===== config.mk =====
export PLATFORM = sky130hd
export DESIGN_NAME = elbeth_hazard_ctrl
export DESIGN_NICKNAME = d
export VERILOG_FILES = /design/src/rtl/elbeth_hazard_ctrl.sv
export SDC_FILE = /design/constraint.sdc
export NUM_CORES = 1
export LEC_CHECK = 0
export ABC_AREA = 1
export BUFFER_PORTS_ARGS = -buffer_cell sky130_fd_sc_hd__buf_4
export CAP_MARGIN = 10
export CORE_MARGIN = 4
export CORE_UTILIZATION = 54
export CTS_BUF_LIST = sky130_fd_sc_hd__clkbuf_4 sky130_fd_sc_hd__clkbuf_8
export CTS_CLUSTER_DIAMETER = 120
export DETAILED_ROUTE_END_ITERATION = 10
export PLACE_DENSITY = 0.85
export RECOVER_POWER = 25
export SYNTH_ARGS = -nofsm -noshare
export SYNTH_HDL_FRONTEND = slang
export SYNTH_SLANG_ARGS = --single-unit

===== constraint.sdc =====
create_clock -name clk -period 2.25 [get_ports clk]
set_clock_uncertainty 0.05 [all_clocks]
set_input_delay 0.3375 -clock clk [delete_from_list [all_inputs] [get_ports clk]]
set_output_delay 0.3375 -clock clk [all_outputs]
set_load 0.02 [all_outputs]

===== src/rtl/elbeth_hazard_ctrl.sv =====
// Hazard controller for the ELBETH 5-stage core: load-use stalls, branch flushes,
// dmem freezes, and registered EX forwarding selects. Optional perf counters: ELBETH_HAZARD_PERF_EN.
module elbeth_hazard_ctrl #(
  parameter int REG_ADDR_W = 5,
  parameter int CNT_W      = 32
) (
  input  logic                  clk,
  input  logic                  rst,
  input  logic                  id_valid,
  input  logic [REG_ADDR_W-1:0] id_rs1_addr,
  input  logic [REG_ADDR_W-1:0] id_rs2_addr,
  input  logic [REG_ADDR_W-1:0] id_rd_addr,
  input  logic                  id_uses_rs1,
  input  logic                  id_uses_rs2,
  input  logic                  id_reg_write,
  input  logic                  id_mem_read,
  input  logic                  ex_branch_taken,
  input  logic                  dmem_stall,
  output logic                  pc_stall,
  output logic                  if_id_stall,
  output logic                  if_id_flush,
  output logic                  id_ex_flush,
  output logic [1:0]            ex_fwd_a_sel,
  output logic [1:0]            ex_fwd_b_sel
`ifdef ELBETH_HAZARD_PERF_EN
  ,
  output logic [CNT_W-1:0]      perf_lu_stalls,
  output logic [CNT_W-1:0]      perf_br_flushes,
  output logic [CNT_W-1:0]      perf_dmem_stalls
`endif
);

  typedef struct packed {
    logic                  valid;
    logic [REG_ADDR_W-1:0] rd;
    logic                  we;
    logic                  is_load;
  } tag_t;

  typedef enum logic [1:0] {
    FWD_RF  = 2'b00,
    FWD_MEM = 2'b01,
    FWD_WB  = 2'b10
  } fwd_e;

  typedef enum logic [1:0] {
    ACT_ADVANCE,
    ACT_LOAD_USE,
    ACT_BRANCH,
    ACT_DMEM
  } act_e;

  tag_t ex_q, ex_d, mem_q, mem_d, wb_q, wb_d;
  fwd_e fwd_a_q, fwd_a_d, fwd_b_q, fwd_b_d;
  logic quiet_q;
  logic lu_hit;
  act_e act;

  function automatic logic tag_live(tag_t t);
    return t.valid & t.we & (t.rd != '0);
  endfunction

  // The EX producer is younger than MEM, so it wins; a load in EX cannot forward yet.
  function automatic fwd_e fwd_pick(logic uses, logic [REG_ADDR_W-1:0] rs, tag_t ex_t, tag_t mem_t);
    fwd_pick = FWD_RF;
    if (uses && rs != '0) begin
      if (tag_live(ex_t) && rs == ex_t.rd && !ex_t.is_load) fwd_pick = FWD_MEM;
      else if (tag_live(mem_t) && rs == mem_t.rd)            fwd_pick = FWD_WB;
    end
  endfunction

  assign lu_hit = tag_live(ex_q) & ex_q.is_load & id_valid &
                  ((id_uses_rs1 & (id_rs1_addr == ex_q.rd)) |
                   (id_uses_rs2 & (id_rs2_addr == ex_q.rd)));

  // The cycle after reset is kept quiet: no stall or flush is raised whatever the inputs.
  always_comb begin
    if (rst || quiet_q)       act = ACT_ADVANCE;
    else if (dmem_stall)      act = ACT_DMEM;
    else if (ex_branch_taken) act = ACT_BRANCH;
    else if (lu_hit)          act = ACT_LOAD_USE;
    else                      act = ACT_ADVANCE;
  end

  always_comb begin
    pc_stall    = (act == ACT_DMEM) || (act == ACT_LOAD_USE);
    if_id_stall = (act == ACT_DMEM) || (act == ACT_LOAD_USE);
    if_id_flush = (act == ACT_BRANCH);
    id_ex_flush = (act == ACT_BRANCH) || (act == ACT_LOAD_USE);
  end

  // NOTE: every next-state signal is given a default first so no path leaves it unassigned (no latch).
  always_comb begin
    ex_d    = ex_q;
    mem_d   = mem_q;
    wb_d    = wb_q;
    fwd_a_d = fwd_a_q;
    fwd_b_d = fwd_b_q;
    unique case (act)
      ACT_DMEM: ;
      ACT_BRANCH, ACT_LOAD_USE: begin
        ex_d    = '0;
        mem_d   = ex_q;
        wb_d    = mem_q;
        fwd_a_d = FWD_RF;
        fwd_b_d = FWD_RF;
      end
      default: begin
        ex_d    = '{valid: id_valid, rd: id_rd_addr, we: id_reg_write, is_load: id_mem_read};
        mem_d   = ex_q;
        wb_d    = mem_q;
        fwd_a_d = fwd_pick(id_uses_rs1, id_rs1_addr, ex_q, mem_q);
        fwd_b_d = fwd_pick(id_uses_rs2, id_rs2_addr, ex_q, mem_q);
      end
    endcase
  end

  // NOTE: state registers use non-blocking assignments so all flops update together at the edge.
  always_ff @(posedge clk) begin
    if (rst) begin
      ex_q    <= '0;
      mem_q   <= '0;
      wb_q    <= '0;
      fwd_a_q <= FWD_RF;
      fwd_b_q <= FWD_RF;
      quiet_q <= 1'b1;
    end else begin
      ex_q    <= ex_d;
      mem_q   <= mem_d;
      wb_q    <= wb_d;
      fwd_a_q <= fwd_a_d;
      fwd_b_q <= fwd_b_d;
      quiet_q <= 1'b0;
    end
  end

  assign ex_fwd_a_sel = fwd_a_q;
  assign ex_fwd_b_sel = fwd_b_q;

`ifdef ELBETH_HAZARD_PERF_EN
  logic [CNT_W-1:0] lu_cnt_q, br_cnt_q, dm_cnt_q;

  always_ff @(posedge clk) begin
    if (rst) begin
      lu_cnt_q <= '0;
      br_cnt_q <= '0;
      dm_cnt_q <= '0;
    end else begin
      if (act == ACT_LOAD_USE && lu_cnt_q != '1) lu_cnt_q <= lu_cnt_q + CNT_W'(1);
      if (act == ACT_BRANCH   && br_cnt_q != '1) br_cnt_q <= br_cnt_q + CNT_W'(1);
      if (act == ACT_DMEM     && dm_cnt_q != '1) dm_cnt_q <= dm_cnt_q + CNT_W'(1);
    end
  end

  assign perf_lu_stalls   = lu_cnt_q;
  assign perf_br_flushes  = br_cnt_q;
  assign perf_dmem_stalls = dm_cnt_q;
`endif

endmodule


Word-level counts from Yosys, hierarchy flattened. Index checks and enable logic that the tools add are counted.

Bits in registers: 20. Input bits: 24. Output and inout port bits: 8. Logic and storage cells: 58.

Equality and inequality tests: 7. Mux-type cells: 14. Bitwise operators: 10. Reduce and logical (&&, ||, !) cells: 17.

Operator list (number): 5-bit equality test (4); 5-bit nonzero test (4); 2-bit two-way mux (9); 8-bit one-hot mux with 2 select lines (1); 1-bit AND (9); 1-bit logical AND (8); 2-bit one-hot mux with 2 select lines (2); 2-bit equality test, second input constant (2); 1-bit logical OR (3); 2-bit by 1-bit equality test with 1-bit output, second input constant (1); 1-bit two-way mux (2); 2-bit OR reduction (1); 1-bit zero test (1); 1-bit OR (1).

Logic depth before layout (Yosys ltp). Gate-level depths: netlist of the first run.

Depth after elaboration: 12. Depth in mapped cells: 18. Gate-level depth less buffers: 16.

Worst setup path before layout of the first run. Ideal clock, no wire load.

Path kind: register to register. Start: reg ex_q[5] (netlist name). End: reg fwd_b_q[1] (netlist: ex_fwd_b_sel[1]). Setup time: 67 ps. Arrival: 2009 ps. Required time: 2133 ps. Slack: 124 ps. Stages on the path, launching flop included: 18. Path buffers: 1. Period minus slack after synthesis: 2126 ps. Path through: dfxtp_1 inv_1 nand2_1 nand2_1 nor2_1 nand4_1 nand2_1 nand2_1 a21oi_1 ha_1 nor2_4 buf_6 o21ai_2 nor2_2 nand3_1 nor2_1 nand2_1 a21oi_2.

Cells in the longest elaborated chain, start to end: 12. Elaborated cells on any way between the ends: 23. Those cells by class: eq/ne: 5; mux: 7; bitwise: 7; reduce/logical: 4.

RTL lines: start, declared (RTL line 53) `tag_t ex_q, ex_d, mem_q, mem_d, wb_q, wb_d;`; start signal, assigned (RTL line 121) `ex_q <= '0;`; start signal, assigned (RTL line 128) `ex_q <= ex_d;`; 5-bit nonzero test (RTL line 60) `return t.valid & t.we & (t.rd != '0);`; 1-bit AND (RTL line 60); 1-bit AND (3 in a row) (RTL line 72) `assign lu_hit = tag_live(ex_q) & ex_q.is_load & id_valid &`; 1-bit two-way mux (RTL line 81) `else if (lu_hit) act = ACT_LOAD_USE;`; 2-bit two-way mux (RTL line 80) `else if (ex_branch_taken) act = ACT_BRANCH;`; 2-bit two-way mux (RTL line 79) `else if (dmem_stall) act = ACT_DMEM;`; 2-bit two-way mux (RTL line 78) `if (rst || quiet_q) act = ACT_ADVANCE;`; 2-bit equality test or 2-bit by 1-bit equality test with 1-bit output (tied branches) (RTL line 99) `unique case (act)`; 2-bit OR reduction; 2-bit one-hot mux with 2 select lines (RTL line 99); end signal, assigned (RTL line 132) `fwd_b_q <= fwd_b_d;`; end, declared (RTL line 54) `fwd_e fwd_a_q, fwd_a_d, fwd_b_q, fwd_b_d;`.

Parallel ways exist; a longest one is shown, timed or not. A chain may end at the register's enable or synchronous reset.

Worst setup path in the final report of the first run.
Start: reg ex_q[4] (netlist name). End: out id_ex_flush.

Cells in the longest elaborated chain, start to end: 11. Elaborated cells on any way between the ends: 17. Those cells by class: eq/ne: 4; mux: 4; bitwise: 7; reduce/logical: 2.

RTL lines: 5-bit nonzero test (RTL line 60); 1-bit AND (RTL line 60); 1-bit AND (2 in a row) (RTL line 72); 1-bit AND * (RTL line 72); 1-bit two-way mux * (RTL line 81); 2-bit two-way mux * (RTL line 80); 2-bit two-way mux * (RTL line 79); 2-bit two-way mux * (RTL line 78); 2-bit equality test or 2-bit by 1-bit equality test with 1-bit output (tied branches) (RTL line 89) `id_ex_flush = (act == ACT_BRANCH) || (act == ACT_LOAD_USE);`; 1-bit logical OR * (RTL line 89); end, declared (RTL line 22) `output logic id_ex_flush,`.

Mark *: on every way between the ends. The rest lies on a longest branch, timed or not.

==> results.tsv, run 1 <==
metric	value	unit
R2R depth	17	
Leak	0.777	nW
total global-route track usage	0.206	
Synth Area per Inst	6.08	sq um
Synthesized Nets	230	
Cells after Synth	204	
critical path peak fanout	6	
DRT iter0 DRCs	56	
Critical R2R Launch	ex_q[4]$_SDFFE_PP0P_	
core area	2190	sq um
nets@finish	266	
Starting Density	0.567	
Die W	55.9	um
Hold Vio Cnt, Final	0	
max cap viols	0	
Buffers on Ports	31	
die footprint	3130	sq um
WS Path Type	reg2out	
Setup WS post-layout	0.0325	ns
DRC Markers	0	
Design Area, Final	1610	sq um
Fin Setup TNS	0	ns
Root Driver	clkbuf_4	
Setup WS pre-CTS	-0.0129	ns
Final ANT Viol Nets	0	
CTS tree	done	
Pre-antenna DRT Iters	4	
commonest non-fill, non-tap cells in the layout	nand2_1, buf_4, inv_1, nor2_1, dfxtp_1	
vias in the first global route	1183	
Yosys cell types	21	
Final Hold Slack	0.217	ns
Layout area overhead	29.8	%
Pwr Total	0.000793	W
clk_lat worst skew	0.30	ns
Post-Syn Area	1240	sq um
largest net degree at the start of global routing	26	
Multi-input gate area	742	sq um
layout cells sized above 1	0.268	
slew margin rel.	0.830	
Detailed Route WL	3.33	mm
most common cell after layout, fill and taps aside	nand2_1	
Sink Count	20	
Num CTS Buffers	3	
Max Fclk	0.451	GHz
Clk pin slew, worst setup/hold paths	0.11	ns
measured slew at the worst slew-check pin	0.253	ns
H-tree depth	1	
Max VDD drop	421	uV
PwrDens	492	nW/um^2
sequential fraction of the synthesis area	0.323	
#FFs+latches synth	20	
Die Y	55.9	um
Synth Warn #	0	
GRT Residual Overflow	0	
critical path arrival	1.83	ns
Slew Limit Fails	0	
DR WL/cell	12.5	um
DR vias	1388	
minimum clock period	2.22	ns
Seq. cell area	412	sq um
Worst EP required	1.86	ns
number of I/O pins	32	
critical path startpoint	ex_q[4]$_SDFFE_PP0P_	
initial antenna violation count	0	
RSZ-0062 raised after global routing	true	
r2r endpoint	ex_fwd_b_sel[1]$_SDFFE_PP0P_	
reg2reg setup slack	0.07	ns
DP Wirelength	2.45	mm
status	completed	
Placed Area	1500	sq um
Site Rows	17	
Startpoint Class	flip-flop	
Inserted Diodes	0	
worst min path class	in2reg	
first-pass GRT wire length	5.22	mm
vias per inst	5.20	
gpl congestion	0.956	
# setup viols final	0	
Clock Path Buffers	2	
CP Capture Type	output pin	
fillcell total	194	
post-route clock period utilization	0.986	
worst setup path endpoint	id_ex_flush	
critical path: stages, from the launching register on:
cell and delay (ns):
dfxtp_4 0.40, inv_2 0.04, nand2_1 0.07, nand2_2 0.07, nor2_4 0.11, nand4_1 0.11
nand2_1 0.10, nand2_2 0.07, a21oi_2 0.12, ha_1 0.27, buf_4 0.17
what timing repair did:
| action | 4_1_cts | 5_1_grt |
|---|---|---|
| pin swaps | 2 | 9 |
| resized for setup | 6 | 24 |
| setup buffers | 0 | 2 |
| hold buffers | 0 | 0 |
| gates cloned | 0 | 0 |
| endpoints found under the setup margin | 5 | 6 |
worst min-delay path by stage:
stage	from	to	slack, ns	cells after the start
after floorplan	rst	quiet_q$_DFF_P_	0.32	0
after global placement	ex_fwd_a_sel[1]$_SDFFE_PP0P_	ex_fwd_a_sel[1]$_SDFFE_PP0P_	0.40	2
after detailed placement	ex_fwd_a_sel[1]$_SDFFE_PP0P_	ex_fwd_a_sel[1]$_SDFFE_PP0P_	0.41	2
after CTS	id_rd_addr[2]	ex_q[4]$_SDFFE_PP0P_	0.21	3
after global routing	id_rd_addr[3]	ex_q[5]$_SDFFE_PP0P_	0.22	3
final	id_rd_addr[2]	ex_q[4]$_SDFFE_PP0P_	0.22	3
power by group:
group,switching [W],internal [W]
clock,0.000113,0.0000988
sequential,0.0000162,0.000370
combinational,0.000108,0.0000861
layout make-up:
cell class | count | share of cell area
multi-input combinational | 149 | 0.460
sequential | 20 | 0.255
timing repair buffer | 38 | 0.175
inverter | 28 | 0.0652
clock buffer | 4 | 0.0225
tap | 28 | 0.0217
routing by layer:
layer	global-route usage	part of all wire	vias up
met4	0.0746	0.017	0
met3	0.0371	0.058	9
met2	0.324	0.46	45
met1	0.282	0.47	631
met5	0	0	-
li1	-	-	703
state kept, by name, summed over array words and instances (netlist names):
name          flops
ex_fwd_a_sel      2
quiet_q           1
ex_fwd_b_sel      2
ex_q              8
mem_q             7
cell families (layout without fill, tap and decap cells):
kind of cell	count (synthesis)	after routing	share of synthesized area
AO/OA/AOI/OAI	31	31	0.143
XOR/XNOR	4	4	0.0282
buffers and inverters	35	70	0.122
adder cells (fa/ha/maj)	2	2	0.0202
flip-flops	20	20	0.323
AND/OR/NAND/NOR	112	112	0.364
synth_stat cells:
cell	n	share of area
buf_2	1	0.0040
nand3_1	7	0.028
buf_6	2	0.018
ha_1	2	0.020
nor2_4	1	0.0091
o21ai_0	7	0.028
o21ai_2	1	0.0071
nand2_1	70	0.21
a21oi_2	1	0.0071
nor2_1	28	0.085
xnor2_1	2	0.014
nor2_2	1	0.0050
o21bai_1	1	0.0061
dfxtp_1	20	0.32
clkbuf_1	3	0.0091
buf_4	1	0.0061
a211oi_1	5	0.030
inv_1	28	0.085
a21oi_1	16	0.065
xor2_1	2	0.014
nand4_1	5	0.025
metrics by stage:
| stage | instances | utilization |
|---|---|---|
| finish | 267 | 0.736 |
| global route | 267 | 0.736 |
| CTS | 265 | 0.706 |
| detailed placement | 261 | 0.685 |
| global placement | 261 | 0.685 |
| floorplan | 204 | - |
(Power assumes the default switching activity.)
==> run 2, diff against run 1 <==
--- a/config.mk
+++ b/config.mk
@@ -6,14 +6,14 @@
 export NUM_CORES = 1
 export LEC_CHECK = 0
 export ABC_AREA = 1
-export BUFFER_PORTS_ARGS = -buffer_cell sky130_fd_sc_hd__buf_4
 export CAP_MARGIN = 10
 export CORE_MARGIN = 4
-export CORE_UTILIZATION = 54
+export CORE_UTILIZATION = 55
 export CTS_BUF_LIST = sky130_fd_sc_hd__clkbuf_4 sky130_fd_sc_hd__clkbuf_8
 export CTS_CLUSTER_DIAMETER = 120
 export DETAILED_ROUTE_END_ITERATION = 10
-export PLACE_DENSITY = 0.85
+export DONT_BUFFER_PORTS = 1
+export PLACE_DENSITY = 0.74
 export RECOVER_POWER = 25
 export SYNTH_ARGS = -nofsm -noshare
 export SYNTH_HDL_FRONTEND = slang
==> results.tsv, run 2 (same netlist as run 1, synthesis figures left out) <==
metric	value	unit	change
status	finished with violations		was completed
failing checks	negative setup slack		
vias per inst	5.64		was 5.20
initial antenna violation count	0		unchanged
worst min path class	in2reg		unchanged
Critical R2R Launch	ex_q[3]$_SDFFE_PP0P_		was ex_q[4]$_SDFFE_PP0P_
CTS tree	done		unchanged
DR vias	1359		was 1388
largest net degree at the start of global routing	26		unchanged
Pre-antenna DRT Iters	4		unchanged
gpl congestion	0.924		was 0.956
H-tree depth	1		unchanged
Layout Utilization	0.709		was 0.736
GRT Residual Overflow	0		unchanged
Worst EP required	1.86	ns	about the same
Hold Path Origin	rst		was id_rd_addr[2]
slew margin rel.	0.801		was 0.830
Site Rows	16		was 17
Starting Density	0.608		was 0.567
Max Fclk	0.444	GHz	was 0.451 GHz
WS Path Type	reg2out		unchanged
Final ANT Viol Nets	0		unchanged
max cap viols	0		unchanged
top flop regs	ex_q x8, mem_q x7		unchanged
die footprint	3080	sq um	was 3130 sq um
Num CTS Buffers	3		unchanged
minimum clock period	2.25	ns	was 2.22 ns
CP bufs+invs	1		was 2
commonest non-fill, non-tap cells in the layout	nand2_1, inv_1, nor2_1, dfxtp_1, a21oi_1		was nand2_1, buf_4, inv_1, nor2_1, dfxtp_1
DRT iter0 DRCs	78		was 56
Pwr Total	0.000762	W	was 0.000793 W
Clk pwr share	0.283		was 0.267
Root Driver	clkbuf_4		unchanged
sw power	0.000224	W	was 0.000238 W
Logic pwr share	0.211		was 0.245
DR WL/cell	14.1	um	was 12.5 um
family with the most delay on the worst path	simple AND/OR/NAND/NOR gates		unchanged
Detailed Route WL	3.39	mm	was 3.33 mm
Max VDD drop	443	uV	was 421 uV
slowest stage delay, CP	0.39	ns	was 0.40 ns
Sink Count	20		unchanged
reg2reg setup slack	0.02	ns	was 0.07 ns
critical path arrival	1.87	ns	was 1.83 ns
Largest register FFs	8		unchanged
DP Wirelength	2.44	mm	was 2.45 mm
Clock Path Buffers	2		unchanged
Slew Limit Fails	0		unchanged
Startpoint Class	flip-flop		unchanged
most common cell after layout, fill and taps aside	nand2_1		unchanged
first-pass GRT wire length	5.38	mm	was 5.22 mm
hold depth	1		was 3
critical path peak fanout	5		was 6
Die W	55.5	um	was 55.9 um
P_int	0.000537	W	was 0.000555 W
total global-route track usage	0.214		was 0.206
Hold Vio Cnt, Final	0		unchanged
core area	2040	sq um	was 2190 sq um
Clk pin slew, worst setup/hold paths	0.12	ns	was 0.11 ns
Setup WS post-layout	-0.00432	ns	was 0.0325 ns
Leak	0.666	nW	was 0.777 nW
RSZ-0062 raised after global routing	true		unchanged
Design Area, Final	1450	sq um	was 1610 sq um
nets@finish	241		was 266
measured slew at the worst slew-check pin	0.297	ns	was 0.253 ns
Sw Ratio	0.295		was 0.300
clk_lat worst skew	0.31	ns	was 0.30 ns
Die Y	55.5	um	was 55.9 um
worst path cell trace	xor2_1, nor2_2, nand4_1, nand2_1, nand2_2, a21oi_2, ha_1, buf_6		was inv_2, nand2_1, nand2_2, nor2_4, nand4_1, nand2_1, nand2_2, a21oi_2, ha_1, buf_4
post-route clock period utilization	1.00		was 0.986
Buffers on Ports	0		was 31
CP Capture Type	output pin		unchanged
Final Hold Slack	0.0245	ns	was 0.217 ns
Endpoint, Worst Hold	ex_q[3]$_SDFFE_PP0P_		was ex_q[4]$_SDFFE_PP0P_
vias in the first global route	1215		was 1183
DRC Markers	0		unchanged
number of I/O pins	32		unchanged
Crit-path slowest cell	dfxtp_4		unchanged
Inserted Diodes	0		unchanged
Placed Area	1270	sq um	was 1500 sq um
r2r endpoint	ex_fwd_b_sel[1]$_SDFFE_PP0P_		unchanged
# setup viols final	1		was 0
Layout area overhead	16.6	%	was 29.8%
Sequential Power Share	0.506		was 0.488
Largest Register	ex_q		unchanged
R2R depth	15		was 17
PwrDens	526	nW/um^2	was 492 nW/um^2
layout cells sized above 1	0.196		was 0.268
run 2: cell count changes in the layout (fill, tap and decap cells not counted), sizes merged:
| cell | previous run | this run |
|---|---|---|
| dlygate4sd3 | 0 | 1 |
| clkbuf | 8 | 4 |
| buf | 34 | 12 |
run 2: cell type report:
type                    instances  area, sq um
repair buffers                 13          115
inverters                      28          108
clock buffers                   4         36.3
well taps                      27         33.8
flip-flops and latches         20          417
multi-input cells             149          738
fillers                       176          594
run 2: repair_timing:
action,in CTS,in global routing
resized for setup,8,24
buffers inserted,1,5
endpoints found under the setup margin,3,6
gates cloned,0,0
pin swaps,1,12
hold endpoints to repair,1,0
hold buffers,1,0
run 2: per-layer routing:
| layer | wire length (um) | global-route usage | up-vias |
|---|---|---|---|
| li1 | - | - | 653 |
| met2 | 1580 | 0.343 | 77 |
| met1 | 1350 | 0.264 | 611 |
| met3 | 336 | 0.0723 | 18 |
| met4 | 125 | 0.0764 | 0 |
| met5 | 0 | 0 | - |
run 2: stage by stage:
step | setup TNS, ns | setup slack (ns) | std cells
5_1_grt | -0.750 | -0.125 | 241
2_1_floorplan | 0 | 0.124 | 204
3_5_place_dp | -0.0289 | -0.0289 | 230
6_report | -0.00432 | -0.00432 | 241
4_1_cts | 0 | 0.00363 | 236
3_3_place_gp | 0 | 0.0285 | 230
run 2: worst max-delay path by stage:
stage          depth (start not counted)                 start                           end
2_1_floorplan                         17  ex_q[5]$_SDFFE_PP0P_  ex_fwd_b_sel[1]$_SDFFE_PP0P_
3_3_place_gp                          16  ex_q[2]$_SDFFE_PP0P_  ex_fwd_a_sel[1]$_SDFFE_PP0P_
3_5_place_dp                          16  ex_q[2]$_SDFFE_PP0P_  ex_fwd_a_sel[1]$_SDFFE_PP0P_
4_1_cts                                9  ex_q[4]$_SDFFE_PP0P_                   id_ex_flush
5_1_grt                               17  ex_q[4]$_SDFFE_PP0P_  ex_fwd_b_sel[1]$_SDFFE_PP0P_
6_report                               8  ex_q[3]$_SDFFE_PP0P_                   id_ex_flush
run 2: power groups by stage:
| stage | Clock [W] | Sequential [W] | Combinational, W |
|---|---|---|---|
| CTS | 0.000215 | 0.000386 | 0.000134 |
| detailed placement | 0 | 0.000393 | 0.000126 |
| floorplan | 0 | 0.000389 | 0.000106 |
| global placement | 0 | 0.000392 | 0.000125 |
| global route | 0.000233 | 0.000388 | 0.000180 |
| finish | 0.000215 | 0.000386 | 0.000161 |
run 2: worst reg2reg max path, delay by kind of cell (launching register included):
| kind | cells | cell delay, ns |
|---|---|---|
| xor+xnor | 1 | 0.17 |
| simple gates | 9 | 0.87 |
| fa+ha+maj | 1 | 0.28 |
| flops | 1 | 0.39 |
| compound gates | 3 | 0.31 |
| buf+inv | 1 | 0.11 |
